--- config.mk ---
export PLATFORM = sky130hd
export DESIGN_NAME = cache_ctl
export DESIGN_NICKNAME = d
export VERILOG_FILES = /design/src/rtl/cache_ctl.sv
export SDC_FILE = /design/constraint.sdc
export NUM_CORES = 2
export LEC_CHECK = 0
export ABC_AREA = 1
export CAP_MARGIN = 20
export CORE_MARGIN = 2
export CORE_UTILIZATION = 45
export DETAILED_ROUTE_END_ITERATION = 10
export PLACE_DENSITY = 0.69
export REMOVE_ABC_BUFFERS = 1
export SLEW_MARGIN = 10
export SYNTH_ARGS = -nofsm -noshare
export SYNTH_HDL_FRONTEND = slang
export SYNTH_SLANG_ARGS = --single-unit
export TNS_END_PERCENT = 20
--- constraint.sdc ---
create_clock -name clk -period 4.9 [get_ports clk]
set_input_delay 0.735 -clock clk [delete_from_list [all_inputs] [get_ports clk]]
set_output_delay 0.735 -clock clk [all_outputs]
set_load 0.1 [all_outputs]
--- src/rtl/cache_ctl.sv ---
// cache_ctl: direct-mapped, write-through / no-write-allocate cache controller.
// Ports:
//   clk, reset (async, active-low)
//   CPU side : MemRead, MemWrite, memAddr, memWriteData, flush ->
//              memReadData, MemReadDone, MemHit, stall
//   Bus side : busReq, busWe, busAddr, busWData -> busRData, MemReadReady
//   Stats    : hitCount, missCount (saturating read hit/miss counters)
// Read hits complete combinationally in IDLE; misses burst-fill the whole line
// (FILL) and return the requested word from a register (DONE). Writes always go
// to the bus (WRITE) and update the cached word only on a hit.
module cache_ctl #(
  parameter int unsigned LINES = 16,
  parameter int unsigned WORDS = 4
) (
  input  logic        clk,
  input  logic        reset,
  input  logic        MemRead,
  input  logic        MemWrite,
  input  logic [31:0] memAddr,
  input  logic [31:0] memWriteData,
  input  logic        flush,
  output logic [31:0] memReadData,
  output logic        MemReadDone,
  output logic        MemHit,
  output logic        stall,
  output logic        busReq,
  output logic        busWe,
  output logic [31:0] busAddr,
  output logic [31:0] busWData,
  input  logic [31:0] busRData,
  input  logic        MemReadReady,
  output logic [15:0] hitCount,
  output logic [15:0] missCount
);

  localparam int unsigned OFS  = $clog2(WORDS);
  localparam int unsigned IDX  = $clog2(LINES);
  localparam int unsigned TAGW = 30 - IDX - OFS;
  localparam int unsigned BW   = (OFS > 0) ? OFS : 1;

  typedef enum logic [1:0] {IDLE, FILL, DONE, WRITE} state_t;

  state_t            state, next_state;
  logic [BW-1:0]     beat;
  logic [LINES-1:0]  valid;
  logic              flush_pend;
  logic [31:0]       rdata_q;
  logic [TAGW-1:0]   tag_mem  [LINES];
  logic [31:0]       data_mem [LINES][WORDS];

  // Address fields of the current CPU request
  logic [TAGW-1:0]   tag_c;
  logic [IDX-1:0]    idx_c;
  logic [BW-1:0]     word_c;
  logic              hit_c, rd_hit_c, rd_miss_c, last_c;
  logic [31:0]       fill_addr_c;
  logic              unused_addr_bits;

  assign tag_c       = memAddr[31:32-TAGW];
  assign idx_c       = memAddr[IDX+OFS+1:OFS+2];
  assign word_c      = BW'(memAddr[31:2] & 30'(WORDS - 1));
  assign hit_c       = valid[idx_c] && (tag_mem[idx_c] == tag_c);
  assign rd_hit_c    = (state == IDLE) && MemRead && !MemWrite && hit_c;
  assign rd_miss_c   = (state == IDLE) && MemRead && !MemWrite && !hit_c;
  assign last_c      = (beat == BW'(WORDS - 1));
  assign fill_addr_c = (32'(memAddr[31:OFS+2]) << (OFS + 2)) | (32'(beat) << 2);
  assign unused_addr_bits = ^memAddr[1:0];

  // Next state and CPU/bus outputs; all forced low while reset is asserted
  always_comb begin
    next_state  = state;
    memReadData = '0;
    MemReadDone = 1'b0;
    MemHit      = 1'b0;
    stall       = 1'b0;
    busReq      = 1'b0;
    busWe       = 1'b0;
    busAddr     = '0;
    busWData    = '0;
    if (reset) begin
      case (state)
        IDLE: begin
          if (MemWrite) begin
            stall      = 1'b1;
            next_state = WRITE;
          end else if (MemRead) begin
            if (hit_c) begin
              MemHit      = 1'b1;
              MemReadDone = 1'b1;
              memReadData = data_mem[idx_c][word_c];
            end else begin
              stall      = 1'b1;
              next_state = FILL;
            end
          end
        end
        FILL: begin
          busReq  = 1'b1;
          busAddr = fill_addr_c;
          stall   = 1'b1;
          if (MemReadReady && last_c) next_state = DONE;
        end
        DONE: begin
          MemReadDone = 1'b1;
          memReadData = rdata_q;
          next_state  = IDLE;
        end
        WRITE: begin
          busReq   = 1'b1;
          busWe    = 1'b1;
          busAddr  = {memAddr[31:2], 2'b00};
          busWData = memWriteData;
          stall    = !MemReadReady;
          if (MemReadReady) next_state = IDLE;
        end
        default: next_state = IDLE;
      endcase
    end
  end

  // Control state, valid bits, deferred flush and statistics
  always_ff @(posedge clk or negedge reset) begin
    if (!reset) begin
      state      <= IDLE;
      beat       <= '0;
      valid      <= '0;
      flush_pend <= 1'b0;
      rdata_q    <= '0;
      hitCount   <= '0;
      missCount  <= '0;
    end else begin
      state <= next_state;
      case (state)
        IDLE: begin
          beat       <= '0;
          flush_pend <= 1'b0;
          if (flush || flush_pend) valid <= '0;
          if (rd_hit_c && (hitCount != 16'hFFFF)) hitCount <= hitCount + 16'd1;
          if (rd_miss_c && (missCount != 16'hFFFF)) missCount <= missCount + 16'd1;
        end
        FILL: begin
          if (flush) flush_pend <= 1'b1;
          if (MemReadReady) begin
            beat <= beat + BW'(1);
            if (beat == word_c) rdata_q <= busRData;
            if (last_c) valid[idx_c] <= 1'b1;
          end
        end
        default: begin
          if (flush) flush_pend <= 1'b1;
        end
      endcase
    end
  end

  // Tag and data arrays (not reset; guarded by valid bits)
  always_ff @(posedge clk) begin
    if (state == FILL && MemReadReady) begin
      data_mem[idx_c][beat] <= busRData;
      if (last_c) tag_mem[idx_c] <= tag_c;
    end else if (state == WRITE && MemReadReady && hit_c) begin
      data_mem[idx_c][word_c] <= memWriteData;
    end
  end

endmodule

==> results by group <==
Status
  • Status: finished, violations left
  • Failing checks: setup timing

Placed design
  • DP Wirelength: 176 mm
  • GPL Wtd Cong: 0.931
  • Placed insts: 9866
  • Port Buf Inserts: 230
  • Placed cell areas: 108000 um2

Setup path
  • Reg2reg start: tag_mem[15][0]
  • Slowest-stage cell, CP: a22oi_1
  • Worst Setup SP: memAddr[5]
  • Cell depth of the worst setup path: 16
  • Worst Setup Start Kind: primary input
  • Setup Crit Path Kind: in2out
  • Reg2Reg Depth: 14
  • Critical path endpoint category: primary output
  • Max incr delay on CP: 0.51 ns
  • Crit path cell chain: buf_2, nor2_1, buf_4, buf_4, inv_8, buf_12, buf_12, o22ai_1, o21ai_0, nand4_1, a22oi_1, and2_1, nand4_1, a21oi_1, buf_4, buf_12
  • Critical Path RT: 4.16 ns
  • CP bufs+invs: 8
  • Critical path peak fanout: 24
  • Largest delay contributor family on the critical path: buffers and inverters
  • Worst path arrival time: 4.21 ns

CTS
  • Clk Latency, worst-skew pair: 0.92 ns
  • Sink Count: 2517
  • Worst-path clk slew: 0.06 ns
  • Num CTS Buffers: 241
  • CTS root buffer: clkbuf_16
  • CTS tree: done
  • Max clock buf depth: 3
  • CTS H-tree lvls: 4

Drt
  • DR pass1 iterations: 6
  • DR vias: 64400
  • Total routed wirelength: 300 mm
  • DR WL/cell: 28.9 um
  • DRC: 0
  • Via density: 6.22
  • Antenna Nets Post-Route: 0
  • Initial DRC count: 9289

Timing
  • RSZ-0062 raised after global routing: true
  • # setup viols final: 2
  • Final period utilization: 101%
  • Fmax: 202 MHz
  • Worst clock skew: 0.0824 ns
  • Fin. Hold Viols: 0
  • Worst setup margin: -0.0457 ns
  • Worst-Margin Slew: 1.12 ns
  • Final Max Tran Viols: 0
  • Fin crit period: 4.95 ns
  • Slew headroom: 25.2%

Floorplanning
  • Die Span Y: 467 um
  • Core Region: 213000 um2
  • DIE WIDTH: 467 um
  • Die area: 218000 um2
  • Number of core rows: 169
  • Starting density of the core: 45.3%
  • Ports: 235

Synth
  • Mapped Area: 96400 um2
  • Syn Area/Cell: 14.3 um2
  • Flip-flop and latch count after synthesis: 2517
  • Register area share after synthesis: 78.0%
  • Netlist cell types: 40
  • Yosys warns: 0
  • Cells after synthesis: 6752

Power
  • Worst vdd ir: 0.398 mV
  • LEAKAGE: 0.0387 uW
  • Pwr dens: 408 nW/um2

Cells and area
  • Final #Nets: 7426
  • Area growth from synthesis to layout: 20.6%
  • Most common cell after layout, fill and taps aside: edfxtp_1
  • Final Instance Area: 116000 um2
  • Most frequent cells in the layout: 2432 x edfxtp_1, 1156 x nand2_1, 1024 x o22ai_1
  • Post-layout instance count excluding filler cells: 10400
  • Share of layout cells above drive strength 1: 15.2%

Hold path
  • Worst hold path type: in2async

GRT
  • Overflow after GRT: 0
  • Initial antenna violation count: 19
  • Vias in the first global route: 61200
  • First-pass GRT wire length: 424 mm
  • Overall Global Routing Usage: 26.8%
  • Largest net degree at the start of global routing: 87

Flow run
  • Max Cap Viol: 0
-- sequential cells by signal, summed over array words and instances (netlist names) --
name / flops
missCount: 16
hitCount: 16
beat: 2
state: 2
tag_mem: 384
data_mem: 2048
rdata_q: 32
valid: 16
flush_pend: 1
-- power by group --
part | leakage, uW | internal (uW) | switching (uW) | total [uW]
Combinational | 0.0118 | 1360 | 3460 | 4820
Clock | 0.00386 | 10400 | 8140 | 18500
Sequential | 0.0230 | 23900 | 161 | 24000
-- metal layers --
layer,global-route usage (%),vias up,routed length [um]
met5,0,-,120
met4,14.7,20,18200
met3,7.29,786,38700
met2,41.6,4470,138000
met1,34.3,31900,105000
li1,-,27200,-
-- area by class of cell --
class                   instances  area [um2]
diodes                         16        40.0
repair inverters                1        8.76
flip-flops and latches       2517       75200
multi-input cells            3674       19900
clock buffers                 315        6510
inverters                     126         509
well taps                    2821        3530
fillers                     16500       96300
clock inverters               135        1470
repair buffers                757        9110
-- cell usage after synthesis --
library cell	number	area, um2
inv_2	2	7.51
nor3b_1	1	7.51
o32ai_1	1	8.76
nor2_2	3	18.8
xnor2_1	17	149
buf_2	129	646
nand4_4	4	85.1
o21ai_0	531	2660
o21ai_1	147	736
clkinv_1	5	18.8
o22ai_1	1024	6410
nor2_1	214	803
nand2_2	1	6.26
edfxtp_1	2432	73000
nor4_1	3	18.8
dfrtp_1	85	2130
inv_4	1	6.26
nor3_1	15	75.1
ha_1	6	75.1
o211ai_1	1	7.51
mux2_2	32	360
a22oi_1	67	503
buf_6	5	56.3
nand2_1	1163	4370
nand3_1	59	295
nand3b_1	4	30.0
and2_0	3	18.8
clkbuf_1	239	897
buf_4	7	52.6
nor3b_2	1	12.5
nand3_2	2	20.0
xor2_1	8	70.1
conb_1	1	3.75
buf_1	56	210
a21oi_1	136	681
nor2_4	3	33.8
and2_1	31	194
inv_1	118	443
nand4_1	194	1210
nand2_4	1	11.3
-- kinds of logic (layout without fill, tap and decap cells) --
family          after synthesis  after routing  share of synthesized area [%]
xor+xnor                     25             25                          0.227
compound gates             1907           1907                           11.4
other cells                   1             18                        0.00389
fa+ha+maj                     6              6                         0.0779
mux                          32             32                          0.374
flops                      2517           2517                           78.0
buf+inv                     562           1334                           2.43
simple gates               1702           1702                           7.48
-- worst register-to-register path, cell delays in order, from the launching register on --
cell      delay (ns)
edfxtp_1        0.40
a22oi_1         0.22
nand2_1         0.08
nand2_1         0.06
nand2_1         0.11
o21ai_0         0.30
nor3b_2         0.22
nand3_1         0.13
nor2_4          0.23
buf_12          0.20
buf_12          0.18
buf_4           0.24
nand4_4         0.15
buf_4           0.21
o21ai_1         0.84
-- worst paths after layout --
check                                   to  slack (ns)
min reg2reg                      valid[13]        0.50
min                                beat[1]        0.32
max in group asynchronous        valid[14]        3.46
min in group clk                  valid[5]        0.48
max reg2reg                data_mem[3][71]        0.92
max                         memReadData[8]       -0.05
-- through the flow --
stage | setup TNS, ns | hold slack [ns] | total power [uW] | worst slack (ns) | utilization, %
finish | -0.0695 | 0.320 | 47400 | -0.0457 | 54.7
global placement | -2.66 | 0.480 | 29100 | -0.0975 | 50.7
floorplan | - | 0.439 | 27000 | -7.31 | -
detailed placement | -22.92 | 0.488 | 29100 | -0.187 | 50.7
global route | -0.123 | 0.319 | 48500 | -0.0419 | 54.7
CTS | 0 | 0.287 | 47400 | 0.0141 | 54.5
-- timing repair --
item | in CTS | in global routing
hold buffers | 1 | 0
endpoints found under the hold margin | 8 | 0
gates resized for setup | 6 | 20
endpoints found under the setup margin | 30 | 30
pin swaps | 3 | 9
cloned | 1 | 2
buffers inserted | 6 | 14
No activity file was read; power rests on OpenSTA's default activity.
